`src/rtl/cl_ocl_axil_pkg.sv`:
```
// Shared types and constants for the OCL AXI-Lite master.
package cl_ocl_axil_pkg;

  localparam int unsigned AXIL_ADDR_W = 32;

  localparam logic [1:0] RESP_OKAY   = 2'b00;
  localparam logic [1:0] RESP_EXOKAY = 2'b01;
  localparam logic [1:0] RESP_SLVERR = 2'b10;
  localparam logic [1:0] RESP_DECERR = 2'b11;

  typedef enum logic [2:0] {
    ST_IDLE,
    ST_WR_REQ,
    ST_WR_RESP,
    ST_RD_REQ,
    ST_RD_RESP,
    ST_RSP
  } axil_mst_state_t;

  typedef struct packed {
    logic                   write;
    logic [AXIL_ADDR_W-1:0] addr;
    logic [7:0]             len;
  } axil_cmd_t;

endpackage

```
`src/rtl/cl_axil_phase_timer.sv`:
```
// Saturating per-phase stall counter; pulses expired_o on the cycle it reaches LIMIT.
module cl_axil_phase_timer #(
  parameter int unsigned LIMIT = 1024
) (
  input  logic clk_i,
  input  logic rst_i,
  input  logic clr_i,
  output logic expired_o
);

  localparam int unsigned CW = $clog2(LIMIT + 1);
  localparam logic [CW-1:0] LIM = CW'(LIMIT);

  logic [CW-1:0] cnt_q, cnt_d;

  always_comb begin
    cnt_d = cnt_q;
    if (clr_i)
      cnt_d = '0;
    else if (cnt_q != LIM)
      cnt_d = cnt_q + 1'b1;
  end

  assign expired_o = !clr_i && (cnt_q == LIM - 1'b1);

  always_ff @(posedge clk_i or posedge rst_i) begin
    if (rst_i) cnt_q <= '0;
    else       cnt_q <= cnt_d;
  end

endmodule

```
`src/rtl/cl_ocl_axil_master.sv`:
```
// AXI-Lite master: one command issues 1..256 single-beat transactions to a fixed address.
module cl_ocl_axil_master
  import cl_ocl_axil_pkg::*;
#(
  parameter int unsigned ADDR_W      = 32,
  parameter int unsigned DATA_W      = 32,
  parameter int unsigned TIMEOUT_CYC = 1024
) (
  input  logic                clk_main_a0,
  input  logic                rst_main,
  input  logic                cmd_valid,
  output logic                cmd_ready,
  input  logic                cmd_write,
  input  logic [ADDR_W-1:0]   cmd_addr,
  input  logic [7:0]          cmd_len,
  input  logic                wd_valid,
  output logic                wd_ready,
  input  logic [DATA_W-1:0]   wd_data,
  input  logic [DATA_W/8-1:0] wd_strb,
  output logic                rsp_valid,
  input  logic                rsp_ready,
  output logic [DATA_W-1:0]   rsp_data,
  output logic [1:0]          rsp_resp,
  output logic                rsp_last,
  output logic                busy,
  output logic                timeout_err,
  output logic [ADDR_W-1:0]   m_awaddr,
  output logic                m_awvalid,
  input  logic                m_awready,
  output logic [DATA_W-1:0]   m_wdata,
  output logic [DATA_W/8-1:0] m_wstrb,
  output logic                m_wvalid,
  input  logic                m_wready,
  input  logic [1:0]          m_bresp,
  input  logic                m_bvalid,
  output logic                m_bready,
  output logic [ADDR_W-1:0]   m_araddr,
  output logic                m_arvalid,
  input  logic                m_arready,
  input  logic [DATA_W-1:0]   m_rdata,
  input  logic [1:0]          m_rresp,
  input  logic                m_rvalid,
  output logic                m_rready
);

  axil_mst_state_t     state_q, state_d;
  axil_cmd_t           cmd_q, cmd_d;
  logic [7:0]          beat_q, beat_d;
  logic                held_q, held_d, aw_done_q, aw_done_d, w_done_q, w_done_d;
  logic [DATA_W-1:0]   wdata_q, wdata_d, rdata_q, rdata_d;
  logic [DATA_W/8-1:0] wstrb_q, wstrb_d;
  logic [1:0]          resp_q, resp_d;
  logic                to_q, to_d;
  logic                cmd_rdy_c, aw_ok, w_ok, tmr_clr, tmr_expired;

  always_comb begin
    state_d   = state_q;
    cmd_d     = cmd_q;
    beat_d    = beat_q;
    held_d    = held_q;
    aw_done_d = aw_done_q;
    w_done_d  = w_done_q;
    wdata_d   = wdata_q;
    wstrb_d   = wstrb_q;
    rdata_d   = rdata_q;
    resp_d    = resp_q;
    to_d      = to_q;
    cmd_rdy_c = 1'b0;
    wd_ready  = 1'b0;
    m_awvalid = 1'b0;
    m_wvalid  = 1'b0;
    m_bready  = 1'b0;
    m_arvalid = 1'b0;
    m_rready  = 1'b0;
    rsp_valid = 1'b0;
    rsp_last  = 1'b0;
    aw_ok     = 1'b0;
    w_ok      = 1'b0;
    case (state_q)
      ST_IDLE: begin
        cmd_rdy_c = 1'b1;
        if (cmd_valid) begin
          cmd_d   = '{write: cmd_write, addr: cmd_addr, len: cmd_len};
          beat_d  = '0;
          to_d    = 1'b0;
          state_d = cmd_write ? ST_WR_REQ : ST_RD_REQ;
        end
      end
      ST_WR_REQ: begin
        wd_ready = !held_q;
        if (wd_valid && !held_q) begin
          wdata_d = wd_data;
          wstrb_d = wd_strb;
          held_d  = 1'b1;
        end
        // AW and W complete independently; both valids wait for registered data
        m_awvalid = held_q && !aw_done_q;
        m_wvalid  = held_q && !w_done_q;
        aw_ok     = aw_done_q || (m_awvalid && m_awready);
        w_ok      = w_done_q  || (m_wvalid && m_wready);
        aw_done_d = aw_ok;
        w_done_d  = w_ok;
        if (aw_ok && w_ok) begin
          held_d    = 1'b0;
          aw_done_d = 1'b0;
          w_done_d  = 1'b0;
          state_d   = ST_WR_RESP;
        end
      end
      ST_WR_RESP: begin
        m_bready = 1'b1;
        if (m_bvalid) begin
          resp_d  = m_bresp;
          rdata_d = '0;
          state_d = ST_RSP;
        end
      end
      ST_RD_REQ: begin
        m_arvalid = 1'b1;
        if (m_arready) state_d = ST_RD_RESP;
      end
      ST_RD_RESP: begin
        m_rready = 1'b1;
        if (m_rvalid) begin
          resp_d  = m_rresp;
          rdata_d = m_rdata;
          state_d = ST_RSP;
        end
      end
      ST_RSP: begin
        rsp_valid = 1'b1;
        rsp_last  = (beat_q == cmd_q.len);
        if (rsp_ready) begin
          if (rsp_last) begin
            state_d = ST_IDLE;
          end else begin
            beat_d  = beat_q + 1'b1;
            state_d = cmd_q.write ? ST_WR_REQ : ST_RD_REQ;
          end
        end
      end
      default: state_d = ST_IDLE;
    endcase
    if (tmr_expired) to_d = 1'b1;
  end

  // Only genuine AXI-side stalls count; waiting on wd or rsp streams does not
  assign tmr_clr = (state_d != state_q) || (state_q == ST_IDLE) || (state_q == ST_RSP) ||
                   ((state_q == ST_WR_REQ) && !held_q);

  cl_axil_phase_timer #(.LIMIT(TIMEOUT_CYC)) u_timer (
    .clk_i     (clk_main_a0),
    .rst_i     (rst_main),
    .clr_i     (tmr_clr),
    .expired_o (tmr_expired)
  );

  assign cmd_ready   = cmd_rdy_c && !rst_main;
  assign busy        = (state_q != ST_IDLE);
  assign timeout_err = to_q;
  assign m_awaddr    = cmd_q.addr;
  assign m_araddr    = cmd_q.addr;
  assign m_wdata     = wdata_q;
  assign m_wstrb     = wstrb_q;
  assign rsp_data    = rdata_q;
  assign rsp_resp    = resp_q;

  always_ff @(posedge clk_main_a0 or posedge rst_main) begin
    if (rst_main) begin
      state_q   <= ST_IDLE;
      cmd_q     <= '0;
      beat_q    <= '0;
      held_q    <= 1'b0;
      aw_done_q <= 1'b0;
      w_done_q  <= 1'b0;
      wdata_q   <= '0;
      wstrb_q   <= '0;
      rdata_q   <= '0;
      resp_q    <= RESP_OKAY;
      to_q      <= 1'b0;
    end else begin
      state_q   <= state_d;
      cmd_q     <= cmd_d;
      beat_q    <= beat_d;
      held_q    <= held_d;
      aw_done_q <= aw_done_d;
      w_done_q  <= w_done_d;
      wdata_q   <= wdata_d;
      wstrb_q   <= wstrb_d;
      rdata_q   <= rdata_d;
      resp_q    <= resp_d;
      to_q      <= to_d;
    end
  end

endmodule

```
`config.mk`:
```
export PLATFORM = sky130hd
export DESIGN_NAME = cl_ocl_axil_master
export DESIGN_NICKNAME = d
export VERILOG_FILES = /design/src/rtl/cl_ocl_axil_pkg.sv /design/src/rtl/cl_axil_phase_timer.sv /design/src/rtl/cl_ocl_axil_master.sv
export SDC_FILE = /design/constraint.sdc
export NUM_CORES = 1
export LEC_CHECK = 0
export ABC_AREA = 0
export CORE_ASPECT_RATIO = 0.7
export CORE_UTILIZATION = 46
export CTS_BUF_LIST = sky130_fd_sc_hd__clkbuf_16
export DETAILED_ROUTE_END_ITERATION = 10
export PLACE_DENSITY = 0.91
export SLEW_MARGIN = 20
export SYNTH_ARGS = -nofsm -noshare
export SYNTH_HDL_FRONTEND = slang
export SYNTH_SLANG_ARGS = --single-unit
```
`constraint.sdc`:
```
create_clock -name clk_main_a0 -period 7.6 [get_ports clk_main_a0]
set_input_delay 2.28 -clock clk_main_a0 [delete_from_list [all_inputs] [get_ports clk_main_a0]]
set_output_delay 2.28 -clock clk_main_a0 [all_outputs]
set_load 0.01 [all_outputs]
```
==> results.md, run 1 <==
* **post-synth cell types** 43
* **Max-cap violations** 0
* **TritonCTS Buffers** 17
* **total core area** 13,200 um^2
* **post-cts resize count** 0
* **clock net sink count** 137
* **post-layout net count** 963
* **diodes inserted** 0
* **CTS tree** done
* **die footprint** 14,100 um^2
* **FMAX** 172 MHz
* **Synth area leader** dfrtp_1
* **cell types occupying the most area after synthesis** dfrtp_1 55%, nand2_1 13%, buf_4 8.0%, mux2_2 5.0%, o21ai_0 3.3%
* **Post-CTS Setup Inserts** 0
* **y dimension of the die** 99.8 um
* **transition at the pin with the smallest max-transition slack** 994 ps
* **share of flip-flops with an asynchronous set or reset after synthesis** 100%
* **reg-to-reg setup timing slack** 5110 ps
* **top-level I/O count** 268
* **most common library cell in the layout ignoring fill and taps** clkdlybuf4s50_1
* **power density cells** 388 nW/um^2
* **sum of net half-perimeters after detailed placement** 11.4 mm
* **Max Clock Skew** 8.54 ps
* **overflow left after global routing** 0
* **placed standard-cell area** 8610 um^2
* **fraction of the yosys area taken by sequential cells** 54.6%
* **root cell of the clock tree** clkbuf_16
* **Post-Synthesis Net Count** 767
* **overall via count from detail_route** 4,984
* **number of H-tree levels** 4
* **fraction of final layout cells with drive strength greater than 1** 8.24%
* **WL/cell** 15.3 um
* **width of the die** 142 um
* **maximum clock path buffer count** 2
* **wire length of the first global-routing pass** 25.3 mm
* **routability congestion estimate** 0.799
* **crit-path max cell delay** 600 ps
* **endpoints failing hold** 0
* **top fanout value on the critical path** 2
* **insertion delay of the later-clocked pin in the worst-skew pair** 400 ps
* **Gate Count Post-Synth** 641
* **Most Frequent Cell on Critical Path** clkdlybuf4s50_1
* **1st-pass router iterations** 4
* **total detailed-routing wirelength** 15.8 mm
* **clock slew seen by the registers of the worst setup and hold paths** 60 ps
* **required time reported for the critical path endpoint** 5320 ps
* **TNS Setup** 0 ps
* **IR drop worst, VDD** 0.198 mV
* **leakage power summed over all cells** 4.03 nW
* **cell area after layout** 9210 um^2
* **CP arrival** 3540 ps
* **count of flip-flops with a built-in enable after synthesis** 0
* **vias in the first global route** 4,929
* **final period utilization** 76.6%
* **post-synthesis instance area** 6280 um^2
* **launching element type of the critical path** input pin
* **combinational family with the most area after synthesis** simple AND/OR/NAND/NOR gates
* **Main synth FF type** dfrtp_1
* **Critical Setup Path Class** in2out
* **slowest CP cell** clkdlybuf4s50_1
* **cts-stage hold buffer count** 0
* **antenna violations before repair** 0
* **share of synthesized cell area in full adder, half adder and majority cells** 0.598%
* **final-report setup violation count** 0
* **worst slew slack as a fraction of its limit** 33.5%
* **post-synthesis compound-gate area fraction** 5.36%
* **pin count of the biggest net entering global routing** 106
* **total of flip-flops plus latches after synthesis** 137
* **number of warning messages in the yosys log** 0
* **post-synthesis share of cell area spent on and, or, nand and nor gates** 18.5%
* **IO Port Bufs** 267
* **Core Rows** 35
* **Slew Limit Fails** 0
* **run status** finished, final reports clean
* **RSZ-0062 raised after global routing** false
* **multiplexer area fraction after synthesis** 8.37%
* **cell-by-cell trace of the critical path** clkdlybuf4s50_1, nor2_1, clkdlybuf4s50_1
* **initial standard-cell utilization of the core** 47.5%
* **all-layer global routing usage** 23.0%
* **element type at the critical path end** output port
* **xor-xnor portion of the synthesized cell area** 2.23%
* **iteration-0 DRC count of the detailed router** 184
* **Tmin final** 5820 ps
* **DRT antenna net count** 0
* **via density per instance** 4.82
* **fraction of synthesized cell area taken by the top area cell type** 54.6%
* **remaining design rule violation count** 0
* **synthesized area divided by synthesized cell count** 9.80 um^2
* **highest-count cells in the layout ignoring fill and taps** 267 x clkdlybuf4s50_1, 210 x nand2_1, 137 x dfrtp_1, 41 x o21ai_0, 28 x mux2_2
* **area growth from synthesis to final layout** 46.6%
* **type of the tightest min-delay check** reg2reg
==> report_power, final <==
part	internal [mW]	leakage, nW	switching [mW]
registers	1.01	1.76	0.209
logic	0.840	1.97	0.674
clock network	0.517	0.296	0.318
total	2.37	4.03	1.20
==> synthesized netlist by cell type (2+ instances only) <==
cell type  count
a21oi_1        7
and2_1         3
buf_2          6
buf_4         67
clkbuf_1      19
dfrtp_1      137
ha_1           3
inv_1         10
mux2_1         8
mux2_2        28
mux2i_1       12
nand2_1      211
nand2b_1       3
nand3_1        5
nand3b_1       3
nand4_1        7
nor2_1        17
nor3_1         9
nor3b_2        2
nor4_1         4
o2111ai_1      3
o21ai_0       41
o31ai_1        2
xnor2_1       12
xor2_1         4
==> cell families (layout without fill, tap and decap cells) <==
kind of cell | count (synthesis) | after routing
and+or+nand+nor | 274 | 274
DFF | 137 | 137
buffers and inverters | 103 | 312
AOI/OAI and AO/OA | 60 | 60
muxes | 48 | 48
xor gates and xnor gates | 16 | 16
adders and majority gates | 3 | 3
==> path summary, 6_finish.rpt <==
kind	from	endpoint	depth (start not counted)
min	rsp_data[21]	rsp_data[21]	2
max in group asynchronous	rst_main	rsp_data[14]	3
max	rst_main	cmd_ready	3
min reg2reg	rsp_data[21]	rsp_data[21]	2
min in group asynchronous	rst_main	m_araddr[9]	2
max reg2reg	state_q[1]	timeout_err	4
==> cell type report <==
type	instances	area (um^2)
fill	965	4020
clock inverter	15	176
multi-input combinational	401	2210
inverter	10	42.5
tap	185	231
sequential	137	3430
clock buffer	17	425
timing repair buffer	270	2700
==> through the flow <==
stage               power [mW]  util, %  hold slack [ps]  setup WS [ps]  cells
global placement          2.70     65.1              458           1750   1003
detailed placement        2.75     65.1              469           1750   1003
CTS                       3.60     69.6              483           1750   1035
floorplan                 2.09        -              446           1650    641
finish                    3.57     69.6              478           1780   1035
global route              3.79     69.6              503           1750   1035
==> layer usage <==
layer / GRT usage, % / wire (um) / vias to the layer above
li1: - / - / 2424
met1: 27.6 / 6560 / 2367
met2: 39.2 / 7780 / 178
met3: 7.46 / 1240 / 15
met4: 7.78 / 216 / 0
met5: 0 / 0 / -
==> worst max-delay path: cells and delay by family <==
kind | cells | cell delay (ps)
AND/OR/NAND/NOR | 1 | 140
buffers and inverters | 2 | 1120
==> sequential cells by signal (all words and copies together), names as in the netlist <==
signal         count
w_done_q           1
timeout_err        1
m_wstrb            4
m_araddr          32
state_q            3
rsp_data          32
aw_done_q          1
m_wdata           32
rsp_resp           2
cmd_q              9
u_timer.cnt_q     11
beat_q             8
held_q             1
Power figures use the tool's default switching activity.
==> inputs of run 2 (changes only) <==
--- a/config.mk
+++ b/config.mk
@@ -7,10 +7,10 @@
 export LEC_CHECK = 0
 export ABC_AREA = 0
 export CORE_ASPECT_RATIO = 0.7
-export CORE_UTILIZATION = 46
+export CORE_UTILIZATION = 43
 export CTS_BUF_LIST = sky130_fd_sc_hd__clkbuf_16
 export DETAILED_ROUTE_END_ITERATION = 10
-export PLACE_DENSITY = 0.91
+export PLACE_DENSITY = 0.86
 export SLEW_MARGIN = 20
 export SYNTH_ARGS = -nofsm -noshare
 export SYNTH_HDL_FRONTEND = slang
==> constraint.sdc (replaced) <==
create_clock -name clk_main_a0 -period 5.8 [get_ports clk_main_a0]
set_input_delay 1.74 -clock clk_main_a0 [delete_from_list [all_inputs] [get_ports clk_main_a0]]
set_output_delay 1.74 -clock clk_main_a0 [all_outputs]
set_load 0.01 [all_outputs]
==> run 2 against run 1 <==
  * Flip-flop and latch count is the same
  * Utilization shrank 4.7 points
  * Combinational power grew 31%
  * Routed wire length shrank 1.3%
  * Critical path depth is the same
  * First-iteration DRC count grew 43%
  * Hold slack lost 0.82 ps
  * Non-clock buffer count grew 1
==> results.md, run 2 (synthesis results as in run 1) <==
* **Post-CTS Setup Inserts** 0, unchanged
* **iteration-0 DRC count of the detailed router** 264, was 184
* **WL/cell** 15.0 um, was 15.3 um
* **Tmin final** 4680 ps
* **overall via count from detail_route** 4,999, was 4,984
* **transition at the pin with the smallest max-transition slack** 997 ps, was 994 ps
* **top-level I/O count** 268, unchanged
* **Critical Setup Path Class** in2out, unchanged
* **remaining design rule violation count** 0, unchanged
* **part of the power in combinational logic** 43.3%, was 42.4%
* **net switching power** 1.55 mW, was 1.20 mW
* **initial standard-cell utilization of the core** 44.6%, was 47.5%
* **y dimension of the die** 103 um, was 99.8 um
* **all-layer global routing usage** 20.9%, was 23.0%
* **TNS Setup** 0 ps, unchanged
* **sum of net half-perimeters after detailed placement** 11.3 mm, was 11.4 mm
* **via density per instance** 4.81, was 4.82
* **post-layout net count** 964, was 963
* **Core Rows** 36, was 35
* **IR drop worst, VDD** 0.224 mV, was 0.198 mV
* **launching element type of the critical path** input pin, unchanged
* **area taken by flip-flops and latches** 3430 um^2, unchanged
* **insertion delay of the later-clocked pin in the worst-skew pair** 410 ps, was 400 ps
* **Switching Share** 34.0%, was 33.6%
* **total power** 4.56 mW, was 3.57 mW
* **width of the die** 146 um, was 142 um
* **share of total power in sequential cells** 35.2%, was 34.3%
* **element type at the critical path end** output port, unchanged
* **Slew Limit Fails** 0, unchanged
* **filler instances** 1,154, was 965
* **instance count after placement with tap cells included** 1,009, was 1,003
* **wire length of the first global-routing pass** 24.7 mm, was 25.3 mm
* **worst slew slack as a fraction of its limit** 33.3%, was 33.5%
* **overflow left after global routing** 0, unchanged
* **post-cts resize count** 0, unchanged
* **filler-free cell count of the finished design** 1,040, was 1,035
* **clock net sink count** 137, unchanged
* **clock power share** 21.5%, was 23.4%
* **type of the tightest min-delay check** reg2reg, unchanged
* **CTS tree** done, unchanged
* **fraction of final layout cells with drive strength greater than 1** 8.12%, was 8.24%
* **Max-cap violations** 0, unchanged
* **IO Port Bufs** 267, unchanged
* **top fanout value on the critical path** 2, unchanged
* **leakage power summed over all cells** 4.00 nW, was 4.03 nW
* **die footprint** 15,100 um^2, was 14,100 um^2
* **endpoints failing hold** 0, unchanged
* **final period utilization** 80.6%
* **DRT antenna net count** 0, unchanged
* **antenna violations before repair** 0, unchanged
* **total detailed-routing wirelength** 15.6 mm, was 15.8 mm
* **run status** finished, final reports clean, unchanged
* **maximum clock path buffer count** 2, unchanged
* **1st-pass router iterations** 6, was 4
* **post-layout util** 64.9%, was 69.6%
* **power density cells** 498 nW/um^2, was 388 nW/um^2
* **final-report setup violation count** 0, unchanged
* **CP arrival** 2940 ps, was 3540 ps
* **TritonCTS Buffers** 17, unchanged
* **highest-count cells in the layout ignoring fill and taps** 267 x clkdlybuf4s50_1, 210 x nand2_1, 137 x dfrtp_1, 41 x o21ai_0, 28 x mux2_2, unchanged
* **root cell of the clock tree** clkbuf_16, unchanged
* **Max Clock Skew** 7.82 ps, was 8.54 ps
* **RSZ-0062 raised after global routing** false, unchanged
* **diodes inserted** 0, unchanged
* **cell area after layout** 9160 um^2, was 9210 um^2
* **required time reported for the critical path endpoint** 4060 ps, was 5320 ps
* **clock slew seen by the registers of the worst setup and hold paths** 60 ps, about the same
* **routability congestion estimate** 0.808, was 0.799
* **vias in the first global route** 4,831, was 4,929
* **total core area** 14,100 um^2, was 13,200 um^2
* **placed standard-cell area** 8620 um^2, was 8610 um^2
* **number of H-tree levels** 4, unchanged
* **area growth from synthesis to final layout** 45.8%, was 46.6%
* **P_int** 3.01 mW, was 2.37 mW
* **most common library cell in the layout ignoring fill and taps** clkdlybuf4s50_1, unchanged
* **pin count of the biggest net entering global routing** 113, was 106
* **combined area of the multi-input logic cells** 2210 um^2, about the same
* **cts-stage hold buffer count** 0, unchanged
* **FMAX** 214 MHz
## run 2: cell count changes in the layout (fill, tap and decap cells not counted)
cell / delta
clkinv_2: +4
clkinv_4: -3
bufinv_16: -2
inv_6: -2
and2_1: +1
and2_2: -1
buf_4: +1
clkinv_1: +1
clkinvlp_4: +1
inv_1: -1
inv_8: +1
## run 2: layer usage
metal	vias up	wire (um)	GRT usage [%]
met1	2389	6660	26.5
met5	-	0	0
met4	0	117	5.61
met3	12	1070	6.86
met2	173	7740	34.9
li1	2425	-	-
## run 2: final timing paths
kind / cells past startpoint / endpoint / startpoint / slack [ps]
worst max register to register: 5 / state_q[0] / state_q[0] / 3210
worst max-delay path: 3 / cmd_ready / rst_main / 1120
worst min register to register: 2 / rsp_data[24] / rsp_data[24] / 480
min in group asynchronous: 2 / m_araddr[1] / rst_main / 1930
max in group asynchronous: 3 / m_araddr[26] / rst_main / 3060
worst min-delay path: 2 / rsp_data[24] / rsp_data[24] / 480
## run 2: worst max-delay path: stages
cell             delay (ps)
clkdlybuf4s50_1         510
nor2_1                  140
clkdlybuf4s50_1         540
## run 2: layout make-up
type	instances	share of cell area, %
flip-flops and latches	137	37.4
repair buffers	271	29.5
clock buffers	17	4.65
inverters	10	0.492
clock inverters	14	1.19
well taps	190	2.60
multi-input cells	401	24.1
## run 2: power groups by stage
| stage | Combinational [mW] | Clock [mW] | Sequential [mW] |
|---|---|---|---|
| 6_report | 1.98 | 0.980 | 1.61 |
| 5_1_grt | 2.15 | 1.05 | 1.66 |
| 4_1_cts | 2.00 | 0.999 | 1.61 |
| 3_5_place_dp | 1.99 | 0 | 1.62 |
| 3_3_place_gp | 1.95 | 0 | 1.59 |
| 2_1_floorplan | 1.10 | 0 | 1.64 |
## run 2: through the flow
step,setup WS [ps],hold slack [ps]
2_1_floorplan,392,446
3_3_place_gp,1160,460
3_5_place_dp,1150,467
4_1_cts,1160,481
5_1_grt,1120,498
6_report,1120,477
